File: config.mk
export PLATFORM = sky130hd
export DESIGN_NAME = fast_uart
export DESIGN_NICKNAME = d
export VERILOG_FILES = /design/src/rtl/fast_uart.sv
export SDC_FILE = /design/constraint.sdc
export NUM_CORES = 1
export LEC_CHECK = 0
export CELL_PAD_IN_SITES_DETAIL_PLACEMENT = 1
export CELL_PAD_IN_SITES_GLOBAL_PLACEMENT = 1
export CORE_MARGIN = 5
export CORE_UTILIZATION = 54
export CTS_BUF_LIST = sky130_fd_sc_hd__clkbuf_16
export CTS_CLUSTER_SIZE = 28
export DETAILED_ROUTE_END_ITERATION = 8
export DONT_BUFFER_PORTS = 1
export PLACE_DENSITY_LB_ADDON = 0.1
export SLEW_MARGIN = 25
export SYNTH_ARGS = -nofsm -noshare
export SYNTH_HDL_FRONTEND = slang
export SYNTH_SLANG_ARGS = --single-unit
File: constraint.sdc
create_clock -name clk -period 4.8 [get_ports clk]
set_input_delay 0.48 -clock clk [delete_from_list [all_inputs] [get_ports clk]]
set_output_delay 0.48 -clock clk [all_outputs]
set_load 0.005 [all_outputs]
File: src/rtl/fast_uart.sv
// fast_uart: compact 8N1 UART transceiver (1 start, 8 data LSB first,
// 1 stop, no parity) for small clock-to-baud ratios (>= 2 clocks per bit).
// TX and RX run concurrently from one clock and an asynchronous active-low
// reset.
//
// Ports:
//   clk              system clock, rising edge
//   rst              asynchronous reset, active low
//   txEnable         transmit request, sampled each clock while idle
//   txData[7:0]      byte captured when a request is accepted
//   txBusy           high while a frame is being transmitted
//   rxDataAvailable  one-cycle pulse when a byte has been received
//   rxData[7:0]      last received byte, held until the next one completes
//   rx               serial input, idles high
//   tx               serial output, idles high
//
// Optional build macro: FAST_UART_FRAME_CHECK_EN
//   defined   -> a low stop-bit sample discards the byte (framing error)
//   undefined -> stop bit is not checked; every frame is reported
module fast_uart #(
  parameter int CLK_FREQ = 40000000,
  parameter int BAUD     = 9216000
) (
  input  logic       clk,
  input  logic       rst,
  input  logic       txEnable,
  input  logic [7:0] txData,
  output logic       txBusy,
  output logic       rxDataAvailable,
  output logic [7:0] rxData,
  input  logic       rx,
  output logic       tx
);

  localparam int CLKS_PER_BIT = CLK_FREQ / BAUD;
  localparam int HALF_BIT     = CLKS_PER_BIT / 2;
  localparam int CW           = $clog2(CLKS_PER_BIT) + 1;
  localparam logic [CW-1:0] BIT_LAST  = CW'(CLKS_PER_BIT - 1);
  localparam logic [CW-1:0] HALF_LAST = CW'(HALF_BIT - 1);

  generate
    if (CLKS_PER_BIT < 2) begin : g_bad_ratio
      $error("fast_uart: CLK_FREQ/BAUD must be at least 2");
    end
  endgenerate

  typedef enum logic [1:0] {TX_IDLE, TX_START, TX_DATA, TX_STOP} tx_state_t;
  typedef enum logic [2:0] {RX_IDLE, RX_START, RX_DATA, RX_STOP, RX_WAIT_HIGH} rx_state_t;

  // ---------------------------------------------------------------- TX path
  tx_state_t       tx_state;
  logic [CW-1:0]   tx_cnt;
  logic [2:0]      tx_bit;
  logic [7:0]      tx_shift;

  always_ff @(posedge clk or negedge rst) begin
    if (!rst) begin
      tx_state <= TX_IDLE;
      tx_cnt   <= '0;
      tx_bit   <= '0;
      tx_shift <= '0;
      tx       <= 1'b1;
      txBusy   <= 1'b0;
    end else begin
      case (tx_state)
        TX_IDLE: begin
          if (txEnable) begin
            tx_shift <= txData;
            tx       <= 1'b0;
            txBusy   <= 1'b1;
            tx_cnt   <= '0;
            tx_state <= TX_START;
          end
        end
        TX_START: begin
          if (tx_cnt == BIT_LAST) begin
            tx_cnt   <= '0;
            tx_bit   <= '0;
            tx       <= tx_shift[0];
            tx_state <= TX_DATA;
          end else begin
            tx_cnt <= tx_cnt + 1'b1;
          end
        end
        TX_DATA: begin
          if (tx_cnt == BIT_LAST) begin
            tx_cnt <= '0;
            if (tx_bit == 3'd7) begin
              tx       <= 1'b1;
              tx_state <= TX_STOP;
            end else begin
              // tx is registered, so drive the next bit from the pre-shift copy
              tx_bit   <= tx_bit + 1'b1;
              tx_shift <= {1'b0, tx_shift[7:1]};
              tx       <= tx_shift[1];
            end
          end else begin
            tx_cnt <= tx_cnt + 1'b1;
          end
        end
        TX_STOP: begin
          if (tx_cnt == BIT_LAST) begin
            tx_cnt   <= '0;
            txBusy   <= 1'b0;
            tx_state <= TX_IDLE;
          end else begin
            tx_cnt <= tx_cnt + 1'b1;
          end
        end
        default: tx_state <= TX_IDLE;
      endcase
    end
  end

  // ---------------------------------------------------------------- RX path
  logic            rx_meta;
  logic            rx_sync;
  rx_state_t       rx_state;
  logic [CW-1:0]   rx_cnt;
  logic [2:0]      rx_bit;
  logic [7:0]      rx_shift;

  always_ff @(posedge clk or negedge rst) begin
    if (!rst) begin
      rx_meta <= 1'b1;
      rx_sync <= 1'b1;
    end else begin
      rx_meta <= rx;
      rx_sync <= rx_meta;
    end
  end

  always_ff @(posedge clk or negedge rst) begin
    if (!rst) begin
      rx_state        <= RX_IDLE;
      rx_cnt          <= '0;
      rx_bit          <= '0;
      rx_shift        <= '0;
      rxData          <= '0;
      rxDataAvailable <= 1'b0;
    end else begin
      rxDataAvailable <= 1'b0;
      case (rx_state)
        RX_IDLE: begin
          if (!rx_sync) begin
            rx_cnt   <= '0;
            rx_state <= RX_START;
          end
        end
        RX_START: begin
          if (rx_cnt == HALF_LAST) begin
            rx_cnt   <= '0;
            rx_bit   <= '0;
            rx_state <= rx_sync ? RX_IDLE : RX_DATA;
          end else begin
            rx_cnt <= rx_cnt + 1'b1;
          end
        end
        RX_DATA: begin
          if (rx_cnt == BIT_LAST) begin
            rx_cnt   <= '0;
            rx_shift <= {rx_sync, rx_shift[7:1]};
            if (rx_bit == 3'd7) begin
              rx_state <= RX_STOP;
            end else begin
              rx_bit <= rx_bit + 1'b1;
            end
          end else begin
            rx_cnt <= rx_cnt + 1'b1;
          end
        end
        RX_STOP: begin
          if (rx_cnt == BIT_LAST) begin
            rx_cnt <= '0;
`ifdef FAST_UART_FRAME_CHECK_EN
            if (rx_sync) begin
              rxData          <= rx_shift;
              rxDataAvailable <= 1'b1;
              rx_state        <= RX_IDLE;
            end else begin
              rx_state <= RX_WAIT_HIGH;
            end
`else
            rxData          <= rx_shift;
            rxDataAvailable <= 1'b1;
            // a low stop sample (e.g. break) must not be re-read as a new start
            rx_state        <= rx_sync ? RX_IDLE : RX_WAIT_HIGH;
`endif
          end else begin
            rx_cnt <= rx_cnt + 1'b1;
          end
        end
        RX_WAIT_HIGH: begin
          if (rx_sync) rx_state <= RX_IDLE;
        end
        default: rx_state <= RX_IDLE;
      endcase
    end
  end

endmodule

; ---- Yosys cells after proc, flatten, opt, wreduce, memory -nomap -nowiden
; Index checks and enable logic that the tools add are counted.
[classes]
n_addsub = 4
multipliers = 0
div_mod_pow = 0
magnitude_cmp = 0
eq_ne = 25
n_shift = 0
mux = 44
bitwise_logic = 0
n_reduce_logical = 20
[ops]
columns = op, n
row1 = two-way mux 3 bit, 18
row2 = inequality test 2 bit (second input constant), 13
row3 = two-way mux 8 bit, 3
row4 = one-hot mux 3 bit (2 select lines), 3
row5 = one-hot mux 8 bit (2 select lines), 1
row6 = AND reduction 4 bit, 4
row7 = one-hot mux 3 bit (5 select lines), 1
row8 = adder 3 x 1 -> 3 bit (second input constant), 4
row9 = equality test 3 x 2 -> 1 bit (second input constant), 4
row10 = two-way mux 2 bit, 6
row11 = equality test 3 bit (second input constant), 3
row12 = one-hot mux 3 bit (3 select lines), 1
row13 = two-way mux 1 bit, 8
row14 = one-hot mux 2 bit (4 select lines), 1
row15 = nonzero test 2 bit, 4
row16 = equality test 3 x 1 -> 1 bit (second input constant), 2
row17 = AND reduction 2 bit, 3
row18 = AND reduction 6 bit, 1
row19 = nonzero test 3 bit, 2
row20 = AND reduction 5 bit, 1
row21 = equality test 2 bit (second input constant), 2
row22 = logical NOT 3 bit, 1
row23 = one-hot mux 1 bit (3 select lines), 1
row24 = AND reduction 3 bit, 1
row25 = other kinds (5), 5
[totals]
register_bits = 46
latch_bits = 0
ram_bits = 0
mem_bits_ro = 0
inputBits = 12
elab_cells = 107
memories = 0

; ---- Longest topological paths before layout
; Gate-level depths: netlist (run 1).
[depth]
depth_word = 4
depth_mapped = 8
ltp_nobuf = 6

; ---- Worst setup path before layout (run 1)
; Ideal clock, no wire load.
[synth_timing]
path_type = reg2reg
startpoint = register tx_bit[0]
endpoint = register tx_shift[0]
t_arrival_ns = 1.522
path_slack_ns = 3.148
path_stages_with_launch = 9
path_buffers = 2
path_cell_list = dfrtp_1 ha_1 ha_1 buf_4 and4bb_2 o21ai_2 buf_4 nand2_1 o21ai_0
[synth_via]
elab_chain_len = 3
[synth_rtl]
columns = item, line
row1 = from (decl), 53  ; logic [2:0] tx_bit;
row2 = from (signal assigned), 93  ; tx_bit <= tx_bit + 1'b1;
row3 = equality test 3 bit, 88  ; if (tx_bit == 3'd7) begin
row4 = inequality test 2 bit (no line), --
row5 = AND reduction 4 bit (no line), --
row6 = to (signal assigned), 68  ; tx_shift <= txData;
row7 = to (signal assigned), 94  ; tx_shift <= {1'b0, tx_shift[7:1]};
row8 = to (decl), 54  ; logic [7:0] tx_shift;
; No other way between the ends.
; A chain may end at the register's enable or synchronous reset.

; ---- Worst setup path after layout (run 1)
[layout_timing]
startpoint = register tx_state[0]
endpoint = register tx_shift[0]
[layout_via]
elab_chain_len = 3
word_cells_on_any_way = 8
cone_classes = 4 x eq/ne / 1 x mux / 3 x reduce/logical
[layout_rtl]
columns = item, line
row1 = from (decl), 51  ; tx_state_t tx_state;
row2 = from (signal assigned), 58  ; tx_state <= TX_IDLE;
row3 = from (signal assigned), 72  ; tx_state <= TX_START;
row4 = from (signal assigned), 80  ; tx_state <= TX_DATA;
row5 = equality test 2 bit / logical NOT 2 bit (equally long branches), 65  ; case (tx_state)
row6 = inequality test 2 bit (no line) / nonzero test 2 bit (equally long branches), --
row7 = AND reduction 4 bit (no line), --
; Several ways; a longest one is shown, not always the timed one.

==> qor.yml, run 1 <==
num-fill-cells: 439
netlist_instances: 198
port_buffers: 0
core_area_mm2: 0.00406
avgSynthCellArea_um2: 11.5
hold_violations: 0
yosysWarnings: 0
postCtsSetupBuffers: 0
cts-root-buf: "clkbuf_16"
die_y_um: 75.0
end_kind: "register"
cts_buffers: 5
synth_area_leader_cell: "dfrtp_1"
dieArea_mm2: 0.00562
rows: 23
status: "completed"
rsz0062_at_grt: "no"
synth.distinct_cells: 41
cts_sinks: 46
finClkSkew_ns: 0.0110
synthTopCellsByCount: "dfrtp_1 (43), nand2_1 (22), mux2_2 (16)"
track_usage_pct: 20.9
drt-initial-drc-count: 70
dr.pass1.iters: 4
drc: 0
hold_class: "input port to async pin"
grt_remaining_overflow: 0
period_minus_slack_ns: 2.24
grt_start_max_net_pins: 44
relSlewSlack_pct: 47.7
startpoint_type: "register"
clk_pin_slew_ns: 0.06
nNetsFinal: 224
start_util_pct: 56.2
p_leak_nw: 1.17
setup_viol: 0
tritoncts: "done"
dpl.hpwl_um: 3220
drv_slew: 0
r2r-start: "tx_state[0]$_DFFE_PN0P_"
grt_pass1_vias: 1698
vias: 1520
hold_ws_ns: 0.0313
diodes: 0
drive_above_1_share_pct: 18.2
dp_cells: 239
cp.arrival_ns: 2.38
ant_nets: 0
crit_path_end: "tx_shift[0]$_DFFE_PN0P_"
ir_drop_mv: 0.277
die-width_um: 75.0
drt-total-wl_um: 4950
clockBufferDepth: 2
syn-num-nets: 225
r2r_cells: 5
timing.rr.end: "tx_shift[0]$_DFFE_PN0P_"
utilization_pct: 60.6
wl_per_cell_um: 19.9
required_ns: 4.94
viasPerCell: 6.13
netlist_area_mm2: 0.00228
drv_cap: 0
grt_pass1_wl_um: 8890
synth_ff_type: "dfrtp_1"
p_total_mw: 1.56
synth_edf_count: 0
worst_slew_pin_slew_ns: 0.784
yosysMostFrequentCell: "dfrtp_1"
worst_skew_pair.late_latency_ns: 0.29
worstSetupPathType: "register to register"
grt_antenna_before_repair: 0
fin_cells: 248
worstPathMaxFanout: 17
setup-tns-final_ns: 0
ys_ff_latch: 46
place_congestion: 0.763
power_density_mw_per_mm2: 635
period_share_pct: 46.6
max_freq_mhz: 447
synth_area_leaders: "dfrtp_1 (47%), ha_1 (8.2%), mux2_2 (7.9%)"
syn_to_final_growth_pct: 7.96
yosysSeqAreaShare_pct: 50.7
synth_top_area_share_pct: 47.2
r2r_slack_ns: 2.56
cts_max_level: 2
ioPinCount: 23
crit_start: "tx_state[0]$_DFFE_PN0P_"
async_flop_share_pct: 100
## state kept, by name, indices dropped and copies added, names as in the netlist
signal	cells
rxDataAvailable	1
rx_state	3
rx_sync	1
txBusy	1
tx_state	2
rx_bit	3
rx_meta	1
tx_cnt	3
tx_bit	3
rx_cnt	3
rxData	8
rx_shift	8
tx_shift	8
tx	1
## kinds of logic (layout without fill, tap and decap cells)
| family | count (synthesis) | after routing | share of synthesized area [%] |
|---|---|---|---|
| AO/OA/AOI/OAI | 42 | 42 | 13.1 |
| adder cells (fa/ha/maj) | 15 | 15 | 8.24 |
| buffers and inverters | 19 | 19 | 3.84 |
| flip-flops | 46 | 46 | 50.7 |
| multiplexers | 26 | 26 | 12.3 |
| AND/OR/NAND/NOR | 50 | 50 | 11.9 |
## power breakdown
group	switching, mW	total (mW)	leakage, nW	internal [mW]
combinational	0.308	0.567	0.521	0.259
sequential	0.131	0.646	0.587	0.516
clock	0.154	0.349	0.0664	0.195
total	0.592	1.56	1.17	0.969
## routing by layer
layer	part of all wire, %	track usage, %
met5	0	0
met4	0.89	4.74
met3	2.9	4.41
met2	49	34.5
met1	47	28.2
## metrics by stage
| step | setup slack [ns] | cell area [µm²] |
|---|---|---|
| finish | 2.56 | 2460 |
| global route | 2.30 | 2460 |
| CTS | 2.53 | 2460 |
| detailed placement | 2.60 | 2290 |
| global placement | 2.81 | 2290 |
| floorplan | 3.15 | 2280 |
## final cells by class
cell class                      count  area (µm²)  share of cell area [%]
Clock buffer                        5         125                    5.09
Clock inverter                      3        23.8                   0.966
Inverter                           10        37.5                    1.53
Multi-Input combinational cell    133        1040                    42.1
Sequential cell                    46        1150                    46.9
Tap cell                           50        62.6                    2.54
Timing Repair Buffer                1        20.0                   0.814
## layout by cell type (no fill, tap or decap), types with 5 or more instances in the layout
| master | count |
|---|---|
| nand2_1 | 22 |
| o21ai_0 | 10 |
| mux2_2 | 16 |
| mux2i_1 | 10 |
| dfrtp_1 | 43 |
| ha_1 | 15 |
| inv_1 | 10 |
| a22o_1 | 8 |
| o22ai_1 | 5 |
| nor2_1 | 8 |
| clkbuf_16 | 5 |
## worst max-delay path: stages, from the launching register on
cell     delay [ns]
dfrtp_1        0.42
inv_1          0.14
ha_1           0.69
nor2b_1        0.16
o21ai_2        0.48
o21ai_0        0.19
## what timing repair did
item | in CTS | in global routing
gates resized for setup | 0 | 0
hold buffers | 1 | 0
endpoints found under the hold margin | 43 | 0
## how the worst min path moves through the flow
stage,slack (ns),cells past startpoint,endpoint
6_report,0.03,0,rx_sync$_DFF_PN1_
5_1_grt,0.01,0,rx_sync$_DFF_PN1_
4_1_cts,0.03,0,rx_sync$_DFF_PN1_
3_5_place_dp,0.19,0,tx_cnt[1]$_DFFE_PN0N_
3_3_place_gp,0.19,0,tx_cnt[1]$_DFFE_PN0N_
2_1_floorplan,0.18,0,rxDataAvailable$_DFF_PN0_
Note: power is estimated with default switching activity, not from simulation.
==> inputs of run 2 (changes only) <==
--- a/config.mk
+++ b/config.mk
@@ -8,7 +8,7 @@
 export CELL_PAD_IN_SITES_DETAIL_PLACEMENT = 1
 export CELL_PAD_IN_SITES_GLOBAL_PLACEMENT = 1
 export CORE_MARGIN = 5
-export CORE_UTILIZATION = 54
+export CORE_UTILIZATION = 45
 export CTS_BUF_LIST = sky130_fd_sc_hd__clkbuf_16
 export CTS_CLUSTER_SIZE = 28
 export DETAILED_ROUTE_END_ITERATION = 8
==> constraint.sdc (replaced) <==
create_clock -name clk -period 2 [get_ports clk]
set_input_delay 0.2 -clock clk [delete_from_list [all_inputs] [get_ports clk]]
set_output_delay 0.2 -clock clk [all_outputs]
set_load 0.005 [all_outputs]
==> run 2 against run 1 <==
Against the previous run:
- maximum frequency is 27% higher
- final area is 4.0% higher
- final cell count is 8.9% higher
- utilization fell by 7.5 points
- global-route usage shrank 5.0 points
- first-iteration DRC count up 24%
- register-to-register slack lost 2.3 ns
- worst setup slack lost 2.3 ns
- non-clock buffer count grew 5
- clock power increased to 2.7 times the previous value
- clock skew down 0.0027 ns
- largest cell class unchanged
==> qor.yml, run 2 (synthesis gave the netlist of run 1 again) <==
start_util_pct: 47.3  # -8.9 points
cts_max_level: 2  # unchanged
drv_slew: 0  # unchanged
worstSetupPathType: "register to register"
port_buffers: 0  # unchanged
cp_num_buf_inv: 0  # -1
dr.pass1.iters: 4  # unchanged
largest_registers: "rxData x8, rx_shift x8, tx_shift x8"
power_density_mw_per_mm2: 1520  # +140%
die_y_um: 81.2  # +8.3%
drc: 0  # unchanged
setup_viol: 0  # unchanged
cts_sinks: 46  # unchanged
place_congestion: 0.808  # +5.9%
rows: 25  # +8.7%
worst_skew_pair.late_latency_ns: 0.28  # about the same
dieArea_mm2: 0.00659  # +17%
drt-total-wl_um: 4700  # -5.0%
crit_path_max_incr_delay_ns: 0.40  # -0.29 ns
grt_pass1_wl_um: 8050  # -9.5%
end_kind: "register"
dp_cells: 259  # +8.4%
utilization_pct: 53.1  # -7.5 points
fin_cells: 270  # +8.9%
ant_nets: 0  # unchanged
clk_pin_slew_ns: 0.06  # about the same
layout_commonest_cell: "dfrtp_1"
cp_cell_sequence: "ha_1 -> ha_1 -> and4bb_2 -> o21ai_4 -> o21ai_0"
grt_remaining_overflow: 0  # unchanged
grt_pass1_vias: 1652  # -2.7%
period_share_pct: 88.4  # +42 points
dpl.hpwl_um: 3380  # +5.2%
cp.arrival_ns: 1.92  # -0.46 ns
die-width_um: 81.2  # +8.3%
postLayoutCellArea_mm2: 0.00256  # +4.0%
startpoint_type: "register"
grt_start_max_net_pins: 47  # +6.8%
grt_antenna_before_repair: 0  # unchanged
crit_family: "adder cells"
hold_class: "input port to register"
core_area_mm2: 0.00482  # +19%
relSlewSlack_pct: 66.1  # +18 points
diodes: 0  # unchanged
rsz0062_at_grt: "no"
drive_above_1_share_pct: 19.2  # +1.0 points
period_minus_slack_ns: 1.77  # -0.469 ns
worstPathMaxFanout: 15  # -2
vias: 1534  # +0.92%
finClkSkew_ns: 0.00825  # -0.00275 ns
drt-initial-drc-count: 87  # +24%
ioPinCount: 23  # unchanged
p_leak_nw: 1.22  # +4.0%
syn_to_final_growth_pct: 12.3
placed_cell_area_mm2: 0.00233  # +1.9%
status: "completed"
worst_slew_pin_slew_ns: 0.508  # -0.276 ns
hold_ws_ns: 0.0756  # +0.0443 ns
cpMaxStageDelayCell: "dfrtp_1"
wl_per_cell_um: 17.4  # -13%
ir_drop_mv: 0.641  # +130%
layout_common_cells: "dfrtp_1 (43), nand2_1 (22), mux2_2 (16), ha_1 (15)"
setup-tns-final_ns: 0  # unchanged
max_freq_mhz: 566  # +27%
num-fill-cells: 532  # +21%
drv_cap: 0  # unchanged
track_usage_pct: 15.9  # -5.0 points
required_ns: 2.15  # -2.79 ns
cts-root-buf: "clkbuf_16"
nNetsFinal: 229  # +2.2%
tritoncts: "done"
cp_common_cell: "ha_1"
hold_violations: 0  # unchanged
viasPerCell: 5.68  # -7.3%
cts_buffers: 5  # unchanged
clockBufferDepth: 2  # unchanged
-- run 2: layer usage --
layer  global-route usage (%)  vias up  wire [µm]
li1                         -      719          -
met1                     19.8      781       2030
met2                     27.4       30       2380
met3                     3.66        4        265
met4                     4.56        0         28
met5                        0        -          0
-- run 2: timing repair --
action,in CTS,in global routing
hold buffers,3,0
setup endpoints to repair,0,7
buffers inserted,0,0
resized for setup,0,1
endpoints found under the hold margin,47,0
-- run 2: final timing paths --
kind / cells past startpoint / start / slack (ns) / endpoint
max: 5 / tx_bit[0]$_DFFE_PN0P_ / 0.23 / tx_shift[4]$_DFFE_PN0P_
min: 2 / txData[7] / 0.08 / tx_shift[7]$_DFFE_PN0P_
max reg2reg: 5 / tx_bit[0]$_DFFE_PN0P_ / 0.23 / tx_shift[4]$_DFFE_PN0P_
min reg2reg: 0 / rx_meta$_DFF_PN1_ / 0.36 / rx_sync$_DFF_PN1_
max in group asynchronous: 2 / rst / 1.30 / rx_meta$_DFF_PN1_
min in group asynchronous: 2 / rst / 0.44 / rx_state[1]$_DFFE_PN0P_
-- run 2: where the power goes --
group          internal (mW)  leakage [nW]  switching (mW)  total, mW
clock                  0.591        0.0842           0.339      0.930
combinational          0.657         0.550           0.760       1.42
sequential              1.24         0.587           0.306       1.54
total                   2.49          1.22            1.40       3.89
-- run 2: through the flow --
| step | total power, mW | setup slack, ns |
|---|---|---|
| global placement | 2.79 | 0.236 |
| CTS | 3.93 | 0.107 |
| global route | 4.19 | 0.0688 |
| finish | 3.89 | 0.232 |
| detailed placement | 2.95 | 0.108 |
| floorplan | 2.59 | 0.348 |
-- run 2: worst reg2reg max path, delay by kind of cell, from the launching register on --
family / cells / cell delay (ns)
flops: 1 / 0.40
compound gates: 2 / 0.46
fa+ha+maj: 2 / 0.48
simple gates: 1 / 0.30
-- run 2: area by class of cell --
cell class / count / area (µm²) / share of cell area (%)
inverter: 10 / 37.5 / 1.47
clock buffer: 5 / 125 / 4.89
tap: 67 / 83.8 / 3.28
multi-input combinational: 133 / 1040 / 40.8
sequential: 46 / 1150 / 45.1
clock inverter: 3 / 43.8 / 1.71
timing repair buffer: 6 / 70.1 / 2.74
==> inputs of run 3 (changes only) <==
--- a/config.mk
+++ b/config.mk
@@ -5,15 +5,17 @@
 export SDC_FILE = /design/constraint.sdc
 export NUM_CORES = 1
 export LEC_CHECK = 0
+export ABC_AREA = 1
 export CELL_PAD_IN_SITES_DETAIL_PLACEMENT = 1
 export CELL_PAD_IN_SITES_GLOBAL_PLACEMENT = 1
 export CORE_MARGIN = 5
-export CORE_UTILIZATION = 45
+export CORE_UTILIZATION = 43
 export CTS_BUF_LIST = sky130_fd_sc_hd__clkbuf_16
 export CTS_CLUSTER_SIZE = 28
 export DETAILED_ROUTE_END_ITERATION = 8
 export DONT_BUFFER_PORTS = 1
 export PLACE_DENSITY_LB_ADDON = 0.1
+export SKIP_LAST_GASP = 1
 export SLEW_MARGIN = 25
 export SYNTH_ARGS = -nofsm -noshare
 export SYNTH_HDL_FRONTEND = slang
==> run 3 against run 2 <==
Against the previous run:
- non-clock buffer count shrank 2
- register-to-register slack better by 0.05 ns
- sequential power shrank 3%
- area after synthesis is 5.8% higher
- worst setup slack better by 0.050 ns
- critical path type unchanged
- highest routed layer unchanged
==> qor.yml, run 3 <==
met1Wirelength_um: 2080  # +2.4%
worst_skew_pair.late_latency_ns: 0.28  # about the same
hold_violations: 0  # unchanged
track_usage_pct: 14.4  # -1.5 points
drc: 0  # unchanged
ir_drop_mv: 0.854  # +33%
synth.distinct_cells: 25  # -39%
setup_viol: 0  # unchanged
clkPwrFrac_pct: 20.7  # -3.2 points
viasPerCell: 4.83  # -15%
p_sw_share_pct: 42.7  # +6.6 points
p_leak_nw: 1.37  # +12%
drv_cap: 0  # unchanged
cp.arrival_ns: 1.87  # -0.05 ns
layout_common_cells: "nand2_1 (99), dfrtp_1 (43), inv_1 (31), o21ai_0 (25)"
startpoint_type: "register"
power_frac_comb_pct: 42.5  # +6.1 points
cp_cell_sequence: "inv_1 -> ha_1 -> inv_1 -> nor2_1 -> a21oi_1 -> o21ai_0 -> nand2_1 -> o21ai_0"
rsz0062_at_grt: "no"
power_density_mw_per_mm2: 1520  # about the same
finClkSkew_ns: 0.00564  # -0.00261 ns
period_share_pct: 85.9  # -2.5 points
p_seq_share_pct: 36.8  # -2.9 points
setup-tns-final_ns: 0  # unchanged
die-width_um: 84.9  # +4.6%
cts-root-buf: "clkbuf_16"
diodes: 0  # unchanged
r2r_slack_ns: 0.28  # +0.05 ns
synth_ff_type: "dfrtp_1"
grt_start_max_net_pins: 47  # unchanged
worstPathMaxFanout: 5  # -10
async_flop_share_pct: 100  # unchanged
port_buffers: 0  # unchanged
cts_sinks: 46  # unchanged
drt-initial-drc-count: 36  # -59%
grt_antenna_before_repair: 0  # unchanged
clockBufferDepth: 2  # unchanged
grt_pass1_wl_um: 8580  # +6.7%
netlist_area_mm2: 0.00241  # +5.8%
p_sw_mw: 1.73  # +23%
vias: 1752  # +14%
dpl.hpwl_um: 3430  # +1.4%
max_freq_mhz: 582  # +2.9%
yosysMostFrequentCell: "nand2_1"
synth_top_area_share_pct: 44.6  # -2.6 points
start_util_pct: 44.1  # -3.2 points
clk_pin_slew_ns: 0.06  # about the same
status: "completed"
synth_area_leaders: "dfrtp_1 (45%), nand2_1 (15%), ha_1 (7.8%)"
end_kind: "register"
dr.pass1.iters: 4  # unchanged
avgSynthCellArea_um2: 8.49  # -26%
dieArea_mm2: 0.00720  # +9.4%
ioPinCount: 23  # unchanged
largest_registers: "rxData x8, rx_shift x8, tx_shift x8"
synthTopCellsByCount: "nand2_1 (99), dfrtp_1 (43), inv_1 (31)"
r2r_cells: 8  # +3
netlist_instances: 284  # +43%
die_y_um: 84.9  # +4.6%
synth_area_leader_cell: "dfrtp_1"
top_layer: "met4"
drv_slew: 0  # unchanged
worst_slew_pin_slew_ns: 0.428  # -0.0797 ns
ys_ff_latch: 46  # unchanged
grt_pass1_vias: 1880  # +14%
tritoncts: "done"
wl_met2_um: 2340  # -1.7%
p_total_mw: 4.05  # +4.0%
grt_remaining_overflow: 0  # unchanged
cts_buffers: 5  # unchanged
place_congestion: 0.773  # -4.3%
internal_power_mw: 2.32  # -6.8%
wl_per_cell_um: 12.6  # -27%
period_minus_slack_ns: 1.72  # -0.0497 ns
drive_above_1_share_pct: 14.4  # -4.8 points
rows: 27  # +8.0%
wl_met3_um: 149  # -44%
cpMaxStageDelayCell: "dfrtp_1"
synth_edf_count: 0  # unchanged
crit_path_end: "txBusy$_DFFE_PN0P_"
ant_nets: 0  # unchanged
required_ns: 2.16  # about the same
nNetsFinal: 317  # +38%
layout_commonest_cell: "nand2_1"
hold_class: "input port to register"
crit_start: "tx_state[0]$_DFFE_PN0P_"
syn_to_final_growth_pct: 10.3
core_area_mm2: 0.00547  # +14%
relSlewSlack_pct: 71.1  # +5.0 points
yosysSeqAreaShare_pct: 47.9  # -2.8 points
syn-num-nets: 311  # +38%
cts_max_level: 2  # unchanged
yosysWarnings: 0  # unchanged
crit_path_max_incr_delay_ns: 0.40  # about the same
worstSetupPathType: "register to register"
drt-total-wl_um: 4590  # -2.3%
r2r-start: "tx_state[0]$_DFFE_PN0P_"
timing.rr.end: "txBusy$_DFFE_PN0P_"
run 3: stage by stage:
step                      setup slack, ns  hold WS, ns  area, µm²  util [%]  cells
after floorplan                     0.575      -0.0956       2410         -    284
after global placement              0.331      -0.0942       2460      45.0    352
after detailed placement            0.287      -0.0941       2460      45.0    352
after CTS                           0.258       0.0551       2660      48.6    363
after global routing               0.0872       0.0612       2660      48.6    363
final                               0.282       0.0583       2660      48.6    363
run 3: how the worst min path moves through the flow:
stage / from / endpoint / slack (ns) / cells past startpoint
after global placement: rst / rx_cnt[2]$_DFFE_PN0P_ / -0.09 / 0
after floorplan: rst / rxDataAvailable$_DFF_PN0_ / -0.1 / 0
after global routing: txData[7] / tx_shift[7]$_DFFE_PN0P_ / 0.06 / 2
final: txData[7] / tx_shift[7]$_DFFE_PN0P_ / 0.06 / 2
after CTS: txData[7] / tx_shift[7]$_DFFE_PN0P_ / 0.06 / 2
after detailed placement: rst / rx_cnt[2]$_DFFE_PN0P_ / -0.09 / 0
run 3: area by class of cell:
cell class	instances	area, µm²
Clock buffer	5	125
Fill cell	686	2810
Sequential cell	46	1150
Inverter	34	128
Tap cell	72	90.1
Clock inverter	3	25.0
Multi-Input combinational cell	199	1080
Timing Repair Buffer	4	55.1
run 3: timing repair:
action,CTS,global route
setup buffers,0,0
hold endpoints to repair,47,0
resized for setup,0,0
hold buffers,3,0
run 3: power groups by stage:
| stage | clock [mW] | combinational (mW) | sequential, mW |
|---|---|---|---|
| 5_1_grt | 0.917 | 2.03 | 1.54 |
| 4_1_cts | 0.869 | 1.76 | 1.50 |
| 6_report | 0.836 | 1.72 | 1.49 |
| 2_1_floorplan | 0 | 1.43 | 1.43 |
| 3_5_place_dp | 0 | 1.73 | 1.51 |
| 3_3_place_gp | 0 | 1.67 | 1.50 |
run 3: worst max-delay path, delay by kind of cell (launching register included):
family | cells | cell delay (ns)
buffers and inverters | 2 | 0.21
AO/OA/AOI/OAI | 3 | 0.55
flip-flops | 1 | 0.40
AND/OR/NAND/NOR | 2 | 0.19
adder cells (fa/ha/maj) | 1 | 0.24
run 3: logic make-up after synthesis:
group | count (synthesis) | share of synthesized area [%]
and+or+nand+nor | 145 | 27.3
DFF | 46 | 47.9
AOI/OAI and AO/OA | 39 | 9.81
buffers and inverters | 39 | 7.21
adders and majority gates | 15 | 7.78
run 3: per-layer routing:
layer,vias up,track usage [%]
met5,-,0
met4,0,3.45
met3,2,3.59
met2,18,24.7
met1,833,18.3
li1,899,-
